`config.mk`:
```
export PLATFORM = sky130hd
export DESIGN_NAME = rans_bit_reader
export DESIGN_NICKNAME = d
export VERILOG_FILES = /design/src/rtl/rans_bit_reader.sv
export SDC_FILE = /design/constraint.sdc
export NUM_CORES = 1
export LEC_CHECK = 0
export ABC_AREA = 1
export BUFFER_PORTS_ARGS = -buffer_cell sky130_fd_sc_hd__buf_2
export CAP_MARGIN = 20
export CORE_ASPECT_RATIO = 1.4
export CORE_UTILIZATION = 45
export DETAILED_ROUTE_END_ITERATION = 6
export PLACE_DENSITY = 0.71
export SYNTH_ARGS = -nofsm -noshare
export SYNTH_HDL_FRONTEND = slang
export SYNTH_SLANG_ARGS = --single-unit
```
`constraint.sdc`:
```
create_clock -name clk -period 13.13 [get_ports clk]
set_input_delay 0 -clock clk [delete_from_list [all_inputs] [get_ports clk]]
set_output_delay 0 -clock clk [all_outputs]
set_load 0.01 [all_outputs]
```
`src/rtl/rans_bit_reader.sv`:
```
// Bitstream front end for the rANS decoder: buffers packed words and serves MSB-first variable-length pulls.
// Optional statistics counters are enabled by defining RANS_BITREAD_STATS_EN.
module rans_bit_reader #(
    parameter int WORD_WIDTH = 32,
    parameter int MAX_PULL   = 16,
    parameter int LEN_WIDTH  = $clog2(MAX_PULL + 1)
) (
    input  logic                            clk,
    input  logic                            rst,
    input  logic                            flush,
    input  logic [WORD_WIDTH-1:0]           in_word,
    input  logic                            in_valid,
    input  logic                            in_last,
    input  logic [$clog2(WORD_WIDTH+1)-1:0] in_last_bits,
    output logic                            in_ready,
    input  logic                            pull_req,
    input  logic [LEN_WIDTH-1:0]            pull_len,
    output logic                            pull_ack,
    output logic [MAX_PULL-1:0]             pull_data,
    output logic                            eos,
    output logic                            underflow
`ifdef RANS_BITREAD_STATS_EN
    ,
    output logic [31:0]                     bits_consumed,
    output logic [31:0]                     words_accepted
`endif
);

    localparam int BUF_WIDTH = 2 * WORD_WIDTH;
    localparam int CNT_WIDTH = $clog2(BUF_WIDTH + 1);
    localparam int LB_WIDTH  = $clog2(WORD_WIDTH + 1);

    typedef enum logic [1:0] {
        S_RUN,
        S_DRAIN,
        S_DONE
    } state_t;

    state_t                 state_q, state_d;
    logic [BUF_WIDTH-1:0]   buf_q, buf_d;
    logic [CNT_WIDTH-1:0]   count_q, count_d;
    logic                   underflow_q, underflow_d;

    logic [CNT_WIDTH-1:0]   lenClamped;
    logic                   haveEnough;
    logic [CNT_WIDTH-1:0]   consumed;
    logic [CNT_WIDTH-1:0]   wordBits;
    logic [WORD_WIDTH-1:0]  maskedWord;
    logic                   accept;

`ifdef RANS_BITREAD_STATS_EN
    logic [31:0]            bitsConsumed_q, bitsConsumed_d;
    logic [31:0]            wordsAccepted_q, wordsAccepted_d;
    logic [32:0]            bitsSum;
    logic [32:0]            wordsSum;

    assign bits_consumed  = bitsConsumed_q;
    assign words_accepted = wordsAccepted_q;
`endif

    // Readiness looks only at registered state so a pull never reaches in_ready combinationally.
    assign in_ready  = (state_q == S_RUN) && (count_q <= CNT_WIDTH'(BUF_WIDTH - WORD_WIDTH));
    assign eos       = (state_q != S_RUN) && (count_q == '0);
    assign underflow = underflow_q;

    always_ff @(posedge clk) begin
        if (rst) begin
            state_q     <= S_RUN;
            buf_q       <= '0;
            count_q     <= '0;
            underflow_q <= 1'b0;
        end else begin
            state_q     <= state_d;
            buf_q       <= buf_d;
            count_q     <= count_d;
            underflow_q <= underflow_d;
        end
    end

`ifdef RANS_BITREAD_STATS_EN
    always_ff @(posedge clk) begin
        if (rst) begin
            bitsConsumed_q  <= '0;
            wordsAccepted_q <= '0;
        end else begin
            bitsConsumed_q  <= bitsConsumed_d;
            wordsAccepted_q <= wordsAccepted_d;
        end
    end
`endif

    // Bits below the valid region are always zero, so a short pull pads with zeros for free.
    always_comb begin
        state_d     = state_q;
        buf_d       = buf_q;
        count_d     = count_q;
        underflow_d = underflow_q;
        pull_ack    = 1'b0;
        pull_data   = '0;
        accept      = 1'b0;

        lenClamped = (pull_len > LEN_WIDTH'(MAX_PULL)) ? CNT_WIDTH'(MAX_PULL) : CNT_WIDTH'(pull_len);
        haveEnough = (count_q >= lenClamped);
        consumed   = haveEnough ? lenClamped : count_q;
        wordBits   = (in_last && (in_last_bits != '0) && (in_last_bits <= LB_WIDTH'(WORD_WIDTH)))
                     ? CNT_WIDTH'(in_last_bits) : CNT_WIDTH'(WORD_WIDTH);
        maskedWord = in_word & ~({WORD_WIDTH{1'b1}} >> wordBits);

`ifdef RANS_BITREAD_STATS_EN
        bitsConsumed_d  = bitsConsumed_q;
        wordsAccepted_d = wordsAccepted_q;
        bitsSum         = {1'b0, bitsConsumed_q} + 33'(consumed);
        wordsSum        = {1'b0, wordsAccepted_q} + 33'd1;
`endif

        if (rst || flush) begin
            state_d     = S_RUN;
            buf_d       = '0;
            count_d     = '0;
            underflow_d = 1'b0;
`ifdef RANS_BITREAD_STATS_EN
            bitsConsumed_d  = '0;
            wordsAccepted_d = '0;
`endif
        end else begin
            if (pull_req && (haveEnough || (state_q != S_RUN))) begin
                pull_ack  = 1'b1;
                pull_data = MAX_PULL'(buf_q >> (CNT_WIDTH'(BUF_WIDTH) - lenClamped));
                buf_d     = buf_q << lenClamped;
                count_d   = count_q - consumed;
                if (!haveEnough) begin
                    underflow_d = 1'b1;
                end
`ifdef RANS_BITREAD_STATS_EN
                bitsConsumed_d = bitsSum[32] ? 32'hFFFF_FFFF : bitsSum[31:0];
`endif
            end

            accept = in_valid && in_ready;
            if (accept) begin
                buf_d   = buf_d | ({maskedWord, {WORD_WIDTH{1'b0}}} >> count_d);
                count_d = count_d + wordBits;
                if (in_last) begin
                    state_d = S_DRAIN;
                end
`ifdef RANS_BITREAD_STATS_EN
                wordsAccepted_d = wordsSum[32] ? 32'hFFFF_FFFF : wordsSum[31:0];
`endif
            end

            if ((state_q == S_DRAIN) && (count_d == '0)) begin
                state_d = S_DONE;
            end
        end
    end

endmodule

```
==> results of run 1 <==
-- power breakdown --
| group | leakage [nW] | internal, mW | total [mW] | switching [mW] |
|---|---|---|---|---|
| Clock | 0.158 | 0.168 | 0.272 | 0.104 |
| Combinational | 4.65 | 0.694 | 2.44 | 1.75 |
| Sequential | 0.602 | 0.284 | 0.354 | 0.0697 |
| Total | 5.41 | 1.15 | 3.07 | 1.92 |
-- critical path: cells and delay by family --
kind,cells,cell delay (ns)
and+or+nand+nor,12,1.96
xor gates and xnor gates,2,0.30
adders and majority gates,4,1.44
AOI/OAI and AO/OA,4,0.73
buffers and inverters,7,2.24
-- routing by layer --
| layer | vias to the layer above | track usage (%) | wire, um |
|---|---|---|---|
| met5 | - | 0 | 0 |
| met3 | 197 | 4.13 | 3170 |
| li1 | 7961 | - | - |
| met4 | 0 | 25.1 | 3840 |
| met1 | 7237 | 40.9 | 20000 |
| met2 | 726 | 61.2 | 23500 |
-- cells in the mapped netlist, drive strengths merged --
cell	count	area, um2
a21boi	4	33.8
a21oi	123	619
a221oi	1	8.76
a22oi	10	75.1
a2bb2oi	1	8.76
a31oi	14	87.6
and2	2	12.5
and3	1	6.26
buf	79	430
clkbuf	95	357
clkinv	1	3.75
dfxtp	74	1480
fa	2	40.0
ha	18	225
inv	207	782
mux2i	21	210
nand2	791	3010
nand3	322	1620
nand3b	1	7.51
nand4	52	332
nor2	82	345
nor3	12	65.1
nor3b	1	18.8
nor4	1	6.26
o2111ai	5	43.8
o211a	1	10.0
o211ai	42	315
o21a	23	173
o21ai	361	1840
o221ai	5	43.8
o22ai	27	169
o2bb2ai	1	8.76
o31ai	3	22.5
or2	7	43.8
xnor2	4	35.0
xor2	5	70.1
-- per-stage QoR --
step	power (mW)	cells
4_1_cts	2.97	2696
2_1_floorplan	2.09	2399
5_1_grt	3.34	2699
3_3_place_gp	2.68	2679
6_report	3.07	2699
3_5_place_dp	2.69	2679
-- cells by family (layout without fill, tap and decap cells) --
| logic type | after synthesis | in the layout | synth area share [%] |
|---|---|---|---|
| multiplexers | 21 | 21 | 1.67 |
| AO/OA/AOI/OAI | 621 | 621 | 27.6 |
| flip-flops | 74 | 74 | 11.8 |
| buffers and inverters | 382 | 312 | 12.5 |
| XOR/XNOR | 9 | 9 | 0.836 |
| AND/OR/NAND/NOR | 1272 | 1272 | 43.5 |
| adder cells (fa/ha/maj) | 20 | 20 | 2.11 |
-- cell usage in the layout, fill, tap and decap left out, types with 27 or more instances in the layout --
cell,Yosys,layout
nand2_1,777,776
nand3_1,320,320
o211ai_1,42,42
inv_1,188,187
o21ai_0,266,266
dfxtp_1,74,74
buf_2,41,68
nand4_1,51,51
o21ai_1,91,91
nor2_1,73,70
a21oi_1,122,122
o22ai_1,27,27
-- timing repair --
| item | CTS | global route |
|---|---|---|
| endpoints found under the hold margin | 1 | 0 |
| setup buffers | 0 | 0 |
| hold buffers | 1 | 0 |
-- worst paths after layout --
kind	start	endpoint	slack (ns)	depth (start not counted)
worst max-delay path	pull_len[4]	state_q[1]	6.71	29
worst min-delay path	flush	state_q[0]	-0.01	4
worst max register to register	count_q[1]	state_q[1]	7.77	25
worst min register to register	underflow	underflow	0.45	2
-- flip-flops by register name (all words and copies together) (netlist names) --
signal and cells:
underflow 1, buf_q 64, count_q 7, state_q 2
-- area by class of cell --
| cell class | instances | share of cell area (%) |
|---|---|---|
| timing repair buffer | 88 | 4.00 |
| sequential | 74 | 11.3 |
| clock inverter | 7 | 0.772 |
| multi-input combinational | 1943 | 72.7 |
| tap | 370 | 3.53 |
| clock buffer | 9 | 1.72 |
| inverter | 208 | 5.99 |
==> results by group, run 1 <==
Synthesis
  – Post-Syn Instances: 2399
  – Net Count, Synth: 2468
  – Syn avg cell area: 5.24 um2
  – Post-Synthesis Cell Area: 12600 um2
  – Sequential share of the synthesized area: 11.8%
  – Yosys warns: 0
  – Synthesized flop and latch total: 74
  – Synth unique cells: 58

Global routing
  – Vias in the first global route: 14800
  – Initial antenna violation count: 0
  – First-pass GRT wire length: 78800 um
  – Gr usage total: 35.6%
  – Largest net degree at the start of global routing: 105
  – Grt ovf: 0

Detailed routing
  – Drt drc: 0
  – Vias: 16100
  – ANT nets after route: 0
  – Final WL: 50500 um
  – Drt via density: 5.97
  – Routed len/inst: 18.7 um
  – Drt initial violations: 1528
  – DRT Pass-1 Iters: 6

Finish
  – Share of cells above drive strength 1: 7.13%
  – ANT cells: 0
  – Register Area: 1480 um2
  – Total Nets Final: 2393
  – Fin util: 47.6%
  – Filler Cell Count: 3188
  – Area growth, synth to finish: 4.41%
  – Multi-input gate area: 9540 um2
  – Design area: 13100 um2

CTS
  – Clock Path Buffers: 2
  – CTS root buf: clkbuf_16
  – H-Tree Depth: 3
  – CTS resizes: 0
  – CTS Buf Count: 9
  – CTS Sinks: 74
  – CTS tree: done
  – Worst skew pair latency: 0.35 ns
  – CTS clock-pin slew for the worst setup and hold paths: 0.06 ns

Timing
  – Setup WS post-layout: 6.71 ns
  – RSZ-0062 raised after global routing: false
  – Total Neg Setup Slack: 0 ns
  – Hold Vio Cnt, Final: 1
  – Worst hold margin: -0.00964 ns
  – Post-Route Skew: 0.0108 ns
  – Slew at the pin closest to its max-slew limit: 1.10 ns
  – Slew headroom: 26.1%
  – Fin crit period: 6.42 ns
  – Final period utilization: 48.9%
  – Final Setup Violations: 0
  – Fin. max-slew vios: 0
  – Fmax achieved: 0.156 GHz

Pwr
  – PD cells: 234 nW/um2
  – Peak supply drop: 0.165 mV
  – Lkg Pwr: 5.41 nW

Die
  – Die X: 143 um
  – Die H: 200 um
  – Row cnt: 72
  – Initial core utilization: 45.6%
  – Ports: 69
  – Die area: 28600 um2
  – Core ar.: 27600 um2

Place
  – Post-DP Area: 12700 um2
  – Port Buffers: 68
  – Setup slack at placement: 6.51 ns
  – Post-DP HPWL: 39800 um
  – Placer congestion estimate: 1.03

Critical path
  – CP max FO: 85
  – Slowest cell on the critical path: buf_2
  – Critical Path RT: 13.41 ns
  – Crit path DAT: 6.69 ns
  – Critical path type: input pin to register
  – Crit path largest cell delay: 0.65 ns
  – CP Capture Type: register
  – Crit path launch type: input pin

Status
  – Failing checks: hold timing
  – Status: finished with violations

Run
  – Max_cap viols: 0

Worst hold path
  – Hold crit path type: input pin to register
No activity file was read; power rests on OpenSTA's default activity.
==> inputs of run 2 (changes only) <==
--- a/config.mk
+++ b/config.mk
@@ -5,7 +5,7 @@
 export SDC_FILE = /design/constraint.sdc
 export NUM_CORES = 1
 export LEC_CHECK = 0
-export ABC_AREA = 1
+export ABC_AREA = 0
 export BUFFER_PORTS_ARGS = -buffer_cell sky130_fd_sc_hd__buf_2
 export CAP_MARGIN = 20
 export CORE_ASPECT_RATIO = 1.4
==> constraint.sdc (replaced) <==
create_clock -name clk -period 6.35 [get_ports clk]
set_input_delay 0 -clock clk [delete_from_list [all_inputs] [get_ports clk]]
set_output_delay 0 -clock clk [all_outputs]
set_load 0.01 [all_outputs]
==> run 2 against run 1 <==
Compared with the run above: the flow now finishes without violations; sequential share of layout area down 0.44 points; sequential power up 110%; critical path depth down 8; power up 57%; first-iteration DRC count up 4.1%; clock power up 97%; hold slack better by 0.18 ns; global-route usage up 2.8 points; critical endpoint is now buf_q[0]; highest routed layer is now met5.
==> results by group, run 2 <==
Pwr
  – Lkg Pwr: 5.57 nW (+3.0%)
  – Gate power share: 73.4% (-6.2 points)
  – PD cells: 353 nW/um2 (+51%)
  – Internal Pwr Total: 2.06 mW (+80%)
  – Clock power share: 11.1% (+2.2 points)
  – Switch share: 57.2% (-5.4 points)
  – Peak supply drop: 0.165 mV (-0.32%)
  – Tot Pwr: 4.82 mW (+57%)
  – Switching power: 2.76 mW (+44%)
  – Flop pwr share: 15.5% (+4.0 points)

CTS
  – CTS root buf: clkbuf_16
  – CTS clock-pin slew for the worst setup and hold paths: 0.06 ns (about the same)
  – Clock Path Buffers: 2 (unchanged)
  – CTS resizes: 0 (unchanged)
  – Worst skew pair latency: 0.35 ns (about the same)
  – Hold_buf cts: 1 (unchanged)
  – CTS tree: done
  – CTS Buf Count: 9 (unchanged)
  – H-Tree Depth: 3 (unchanged)
  – CTS Sinks: 74 (unchanged)
  – Post-CTS setup buffers: 0 (unchanged)

Synthesis
  – Post-synth ARST share: 0% (unchanged)
  – Post-synthesis compound-gate area fraction: 25.9% (-1.7 points)
  – Share of the synthesized area in the top cell type: 24.1% (+0.88 points)
  – Synth Area in Adders: 2.08% (-0.031 points)
  – Synth Area in XOR/XNOR: 1.03% (+0.19 points)
  – Cell with the most instances after synthesis: mux2i_1
  – Largest family of logic cells by synthesized area: multiplexers
  – Simple-gate portion of the synthesized area: 20.3% (-23 points)
  – Commonest cells post-synth: mux2i_1 (307), nand2_1 (212), nor2_1 (169), a21oi_1 (123), clkbuf_1 (107)
  – Area leader, netlist: mux2i_1
  – Synth area leaders: mux2i_1 (24%), dfxtp_1 (12%), nand2_1 (6.2%)
  – Synth Flop Type: dfxtp_1
  – Net Count, Synth: 1818 (-26%)
  – Mux contribution to synthesized area: 33.5% (+32 points)
  – Number of flops mapped to enable cells by yosys: 0 (unchanged)
  – Post-Syn Instances: 1749 (-27%)
  – Synthesized flop and latch total: 74 (unchanged)
  – Sequential share of the synthesized area: 11.6% (-0.17 points)
  – Post-Synthesis Cell Area: 12800 um2 (+1.5%)
  – Syn avg cell area: 7.29 um2 (+39%)
  – Synth unique cells: 80 (+38%)
  – Yosys warns: 0 (unchanged)

Die
  – Row cnt: 72 (unchanged)
  – Initial core utilization: 46.0% (+0.38 points)
  – Core ar.: 27700 um2 (+0.65%)
  – Die H: 201 um (+0.74%)
  – Die X: 144 um (+0.73%)
  – Ports: 69 (unchanged)
  – Die area: 29000 um2 (+1.5%)

Critical path
  – Crit path DAT: 5.89 ns (-0.80 ns)
  – Critical Path RT: 6.62 ns (-6.79 ns)
  – CP Capture Type: register
  – Flop2flop setup slack: 0.73 ns (-7.04 ns)
  – Crit path launch type: register
  – R2R cell count: 21 (-16%)
  – Critical path type: register to register
  – CP max FO: 26 (-69%)
  – Reg-to-Reg Start: count_q[4]
  – Critical R2R Capture: buf_q[0]

Global routing
  – Initial antenna violation count: 2 (+2)
  – Grt ovf: 0 (unchanged)
  – Gr usage total: 38.3% (+2.8 points)
  – First-pass GRT wire length: 84100 um (+6.8%)
  – Largest net degree at the start of global routing: 93 (-11%)
  – Vias in the first global route: 13800 (-7.1%)

Detailed routing
  – Final WL: 55400 um (+9.6%)
  – Drt via density: 6.85 (+15%)
  – DRT Pass-1 Iters: 7 (+1)
  – Vias: 14300 (-11%)
  – ANT nets after route: 0 (unchanged)
  – Drt drc: 0 (unchanged)
  – Drt initial violations: 1590 (+4.1%)
  – Routed len/inst: 26.5 um (+41%)

Finish
  – Area growth, synth to finish: 7.08%
  – Multi-input gate area: 10600 um2 (+12%)
  – Max FFs per register: 64 (unchanged)
  – Register Area: 1480 um2 (unchanged)
  – Most common cell after layout, fill and taps aside: mux2i_1
  – ANT cells: 0 (unchanged)
  – Commonest cells after routing, fill and taps aside: mux2i_1 (306), nand2_1 (211), nor2_1 (169)
  – Top reg by flops: buf_q
  – Total Nets Final: 1787 (-25%)
  – Fin util: 49.2% (+1.6 points)
  – Share of cells above drive strength 1: 14.0% (+6.9 points)
  – Filler Cell Count: 2893 (-9.3%)
  – Largest regs: buf_q: 64 flops, count_q: 7 flops, state_q: 2 flops

Worst hold path
  – Hold Path Cell Cnt: 5 (+1)
  – Hold crit path type: input pin to register
  – Hold EP: buf_q[3]
  – Hold_sp: rst

Timing
  – Final Setup Violations: 0 (unchanged)
  – Slew headroom: 18.1% (-8.0 points)
  – Total Neg Setup Slack: 0 ns (unchanged)
  – Fmax achieved: 0.178 GHz
  – RSZ-0062 raised after global routing: false
  – Slew at the pin closest to its max-slew limit: 1.22 ns (+0.115 ns)
  – Hold Vio Cnt, Final: 0 (-1)
  – Worst hold margin: 0.170 ns (+0.180 ns)
  – Fin. max-slew vios: 0 (unchanged)
  – Fin crit period: 5.62 ns
  – Post-Route Skew: 0.00384 ns (-0.00697 ns)
  – Setup WS post-layout: 0.727 ns (-5.99 ns)
  – Final period utilization: 88.6%

Place
  – Setup slack at placement: 0.669 ns (-5.84 ns)
  – Post-DP HPWL: 42300 um (+6.1%)
  – Placer congestion estimate: 1.04 (+1.0%)
  – Port Buffers: 68 (unchanged)

Run
  – Max_cap viols: 0 (unchanged)

Status
  – Status: finished, final reports clean
run 2: critical path, stage by stage (launching register included):
cell and delay (ns):
dfxtp_1 0.42, ha_1 0.31, a2111oi_4 0.59, o21a_1 0.39, nand2_1 0.08, o21ai_0 0.08
ha_1 0.18, inv_1 0.05, fa_1 0.43, xor2_1 0.20, nand2_1 0.09, o221a_2 0.17
and3_1 0.21, clkinv_1 0.15, buf_4 0.26, a21oi_1 0.46, mux2i_1 0.15, buf_4 0.21
a221oi_1 0.43, buf_4 0.27, mux2i_1 0.15, o31ai_1 0.24
run 2: metal layers:
metal	wire length (um)	vias up	global-route usage, %
met5	24	-	0
met3	4310	241	8.76
li1	-	6513	-
met2	26100	798	62.6
met1	20100	6782	42.2
met4	4800	4	30.3
run 2: final cells by class:
cell class	instances	share of cell area, %
multi-input combinational	1497	77.9
sequential	74	10.8
timing repair buffer	114	5.02
tap	370	3.39
clock buffer	12	1.88
inverter	22	0.604
clock inverter	4	0.366
run 2: power by group through the flow:
stage | Sequential (mW) | Combinational [mW] | Clock [mW]
6_report | 0.748 | 3.54 | 0.537
3_3_place_gp | 0.744 | 3.40 | 0
5_1_grt | 0.750 | 3.76 | 0.558
2_1_floorplan | 0.641 | 2.35 | 0
4_1_cts | 0.733 | 3.40 | 0.537
3_5_place_dp | 0.744 | 3.39 | 0
run 2: kinds of logic after synthesis:
logic type | Yosys count
AO/OA/AOI/OAI | 499
XOR/XNOR | 15
adder cells (fa/ha/maj) | 20
buffers and inverters | 178
flip-flops | 74
multiplexers | 388
AND/OR/NAND/NOR | 575
run 2: stage by stage:
| stage | instances | instance area, um2 |
|---|---|---|
| finish | 2093 | 13700 |
| global route | 2093 | 13700 |
| CTS | 2092 | 13700 |
| detailed placement | 2075 | 13300 |
| global placement | 2075 | 13300 |
| floorplan | 1749 | 12800 |
run 2: how the worst max path moves through the flow:
stage                      startpoint    endpoint  slack [ns]  cells after the start
after floorplan           pull_len[0]  state_q[0]        0.09                     32
after global placement    pull_len[2]  state_q[0]        0.71                     28
after detailed placement  pull_len[2]  state_q[0]        0.67                     28
after CTS                  count_q[4]  state_q[0]        0.84                     23
after global routing       count_q[4]  state_q[0]        0.44                     23
final                      count_q[4]    buf_q[0]        0.73                     21
==> inputs of run 3 (changes only) <==
--- a/config.mk
+++ b/config.mk
@@ -8,7 +8,6 @@
 export ABC_AREA = 0
 export BUFFER_PORTS_ARGS = -buffer_cell sky130_fd_sc_hd__buf_2
 export CAP_MARGIN = 20
-export CORE_ASPECT_RATIO = 1.4
 export CORE_UTILIZATION = 45
 export DETAILED_ROUTE_END_ITERATION = 6
 export PLACE_DENSITY = 0.71
==> run 3 against run 2 <==
Compared with the run above: the flow now finishes with violations (DRC); maximum frequency fell by 1.5%; critical path depth grew 2; clock power is 12% higher; die area barely moved; first-iteration DRC count rose by 30%; final cell count about the same; global-route usage decreased by 3.9 points; hold slack worse by 0.17 ns; critical path type unchanged.
==> results by group, run 3 (synthesis gave the netlist of run 2 again) <==
Pwr
  – PD cells: 351 nW/um2 (-0.63%)
  – Peak supply drop: 0.163 mV (-1.3%)
  – Lkg Pwr: 5.58 nW (+0.10%)

Critical path
  – Critical R2R Capture: state_q[0]
  – Flop2flop setup slack: 0.64 ns (-0.08 ns)
  – CP Capture Type: register
  – Crit path launch type: register
  – Cell family with most CP delay: compound AO/OA/AOI/OAI gates
  – CP dominant cell by count: ha_1
  – R2R cell count: 23 (+9.5%)
  – Critical Path RT: 6.55 ns (-0.07 ns)
  – Worst Setup SP: count_q[4]
  – Slowest cell on the critical path: a2111oi_4
  – CP Depth: 23 (+9.5%)
  – Crit path largest cell delay: 0.55 ns (-0.04 ns)
  – CP max FO: 14 (-46%)
  – Critical path type: register to register
  – Crit path DAT: 5.91 ns (+0.02 ns)
  – CP Capture Point: state_q[0]
  – Crit-path cells: ha_1 > a2111oi_4 > o21a_1 > nand2_1 > o21ai_0 > ha_1 > inv_1 > fa_1 > xor2_1 > nand3_1 > o221a_2 > and3_1 > clkinv_1 > buf_4 > ha_1 > a21oi_1 > o21bai_1 > xor2_1 > nor4_1 > nand2_1 > o41ai_1 > nand4_1 > nor3b_1
  – Worst path bufs/invs: 3 (-2)
  – Reg-to-Reg Start: count_q[4]

Die
  – Core ar.: 27900 um2 (+0.40%)
  – Die H: 170 um (-15%)
  – Die X: 170 um (+18%)
  – Row cnt: 61 (-15%)
  – Initial core utilization: 45.8% (-0.18 points)
  – Ports: 69 (unchanged)
  – Die area: 29000 um2 (about the same)

Finish
  – Most common cell after layout, fill and taps aside: mux2i_1
  – Share of cells above drive strength 1: 13.9% (-0.18 points)
  – Top reg by flops: buf_q
  – ANT cells: 0 (unchanged)
  – Total Nets Final: 1781 (-0.34%)
  – Commonest cells after routing, fill and taps aside: mux2i_1 (306), nand2_1 (211), nor2_1 (168)
  – Area growth, synth to finish: 7.36%
  – Max FFs per register: 64 (unchanged)
  – Largest regs: buf_q: 64 flops, count_q: 7 flops, state_q: 2 flops

Timing
  – Slew at the pin closest to its max-slew limit: 1.10 ns (-0.121 ns)
  – Total Neg Setup Slack: 0 ns (unchanged)
  – RSZ-0062 raised after global routing: false
  – Final Setup Violations: 0 (unchanged)
  – Fmax achieved: 0.175 GHz (-1.5%)
  – Hold Vio Cnt, Final: 0 (unchanged)
  – Post-Route Skew: 0.0108 ns (+0.00699 ns)
  – Final period utilization: 89.9% (+1.3 points)
  – Fin. max-slew vios: 0 (unchanged)
  – Fin crit period: 5.71 ns (+0.0829 ns)
  – Slew headroom: 26.8% (+8.7 points)
  – Worst hold margin: 0.000178 ns (-0.170 ns)

Detailed routing
  – Routed len/inst: 24.2 um (-8.6%)
  – Drt via density: 6.75 (-1.4%)
  – Drt initial violations: 2068 (+30%)
  – Final WL: 50600 um (-8.5%)
  – DRT Pass-1 Iters: 7 (unchanged)
  – ANT nets after route: 0 (unchanged)
  – Drt drc: 2 (+2)
  – Vias: 14100 (-1.3%)

Run
  – Max_cap viols: 0 (unchanged)

Global routing
  – Gr usage total: 34.4% (-3.9 points)
  – Grt ovf: 0 (unchanged)
  – Vias in the first global route: 13000 (-5.4%)
  – Initial antenna violation count: 0 (-2)
  – Largest net degree at the start of global routing: 92 (-1.1%)
  – First-pass GRT wire length: 76900 um (-8.6%)

Place
  – Port Buffers: 68 (unchanged)
  – Post-DP HPWL: 39000 um (-7.8%)
  – Placer congestion estimate: 1.02 (-2.4%)

CTS
  – Hold_buf cts: 0 (-1)
  – CTS resizes: 0 (unchanged)
  – Post-CTS setup buffers: 0 (unchanged)
  – H-Tree Depth: 3 (unchanged)
  – CTS root buf: clkbuf_16
  – CTS tree: done
  – Clock Path Buffers: 2 (unchanged)
  – CTS clock-pin slew for the worst setup and hold paths: 0.06 ns (about the same)
  – CTS Sinks: 74 (unchanged)
  – Worst skew pair latency: 0.34 ns (about the same)
  – CTS Buf Count: 9 (unchanged)

Worst hold path
  – Hold crit path type: input pin to register

Status
  – Status: finished with violations
  – Failing checks: DRC
## run 3: metrics by stage
stage	area (um2)	setup slack [ns]	util (%)	std cells	total power, mW
after floorplan	12800	0.0895	-	1749	2.99
after global placement	13300	0.778	47.8	2078	4.06
after detailed placement	13300	0.728	47.9	2079	4.05
after CTS	13700	0.716	49.2	2095	4.66
after global routing	13700	0.175	49.2	2095	5.03
final	13700	0.644	49.2	2095	4.81
## run 3: how the worst min path moves through the flow
stage,to,cells past startpoint,startpoint,slack [ns]
2_1_floorplan,state_q[0],2,in_last,0.20
3_3_place_gp,state_q[0],3,in_last,0.35
3_5_place_dp,state_q[0],3,in_last,0.36
4_1_cts,state_q[0],3,in_last,0.003
5_1_grt,state_q[0],3,in_last,0.06
6_report,state_q[0],3,in_last,0.0002
## run 3: power breakdown
group / leakage, nW / internal (mW) / switching [mW]
registers: 0.601 / 0.546 / 0.204
clock network: 0.169 / 0.405 / 0.197
logic: 4.81 / 1.18 / 2.28
total: 5.58 / 2.13 / 2.68
## run 3: worst reg2reg max path, cell delays in order, from the launching register on
cell and delay [ns]:
dfxtp_1 0.41, ha_1 0.30, a2111oi_4 0.55, o21a_1 0.39, nand2_1 0.09, o21ai_0 0.08, ha_1 0.18, inv_1 0.06
fa_1 0.42, xor2_1 0.20, nand3_1 0.10, o221a_2 0.16, and3_1 0.27, clkinv_1 0.43, buf_4 0.37, ha_1 0.36
a21oi_1 0.15, o21bai_1 0.11, xor2_1 0.17, nor4_1 0.28, nand2_1 0.08, o41ai_1 0.08, nand4_1 0.16, nor3b_1 0.16
## run 3: cell type report
class / instances / area (um2)
flip-flops and latches: 74 / 1480
inverters: 22 / 82.6
clock inverters: 4 / 97.6
fillers: 2789 / 14200
well taps: 378 / 473
multi-input cells: 1497 / 10600
repair buffers: 108 / 661
clock buffers: 12 / 256
## run 3: routing by layer
metal,GRT usage [%],part of all wire [%],wire length (um),vias up
li1,-,-,-,6493
met1,47.5,43,21600,6617
met2,52.7,43,21800,906
met3,4.51,9.7,4900,130
met4,16.1,4.5,2300,0
met5,0,0,0,-
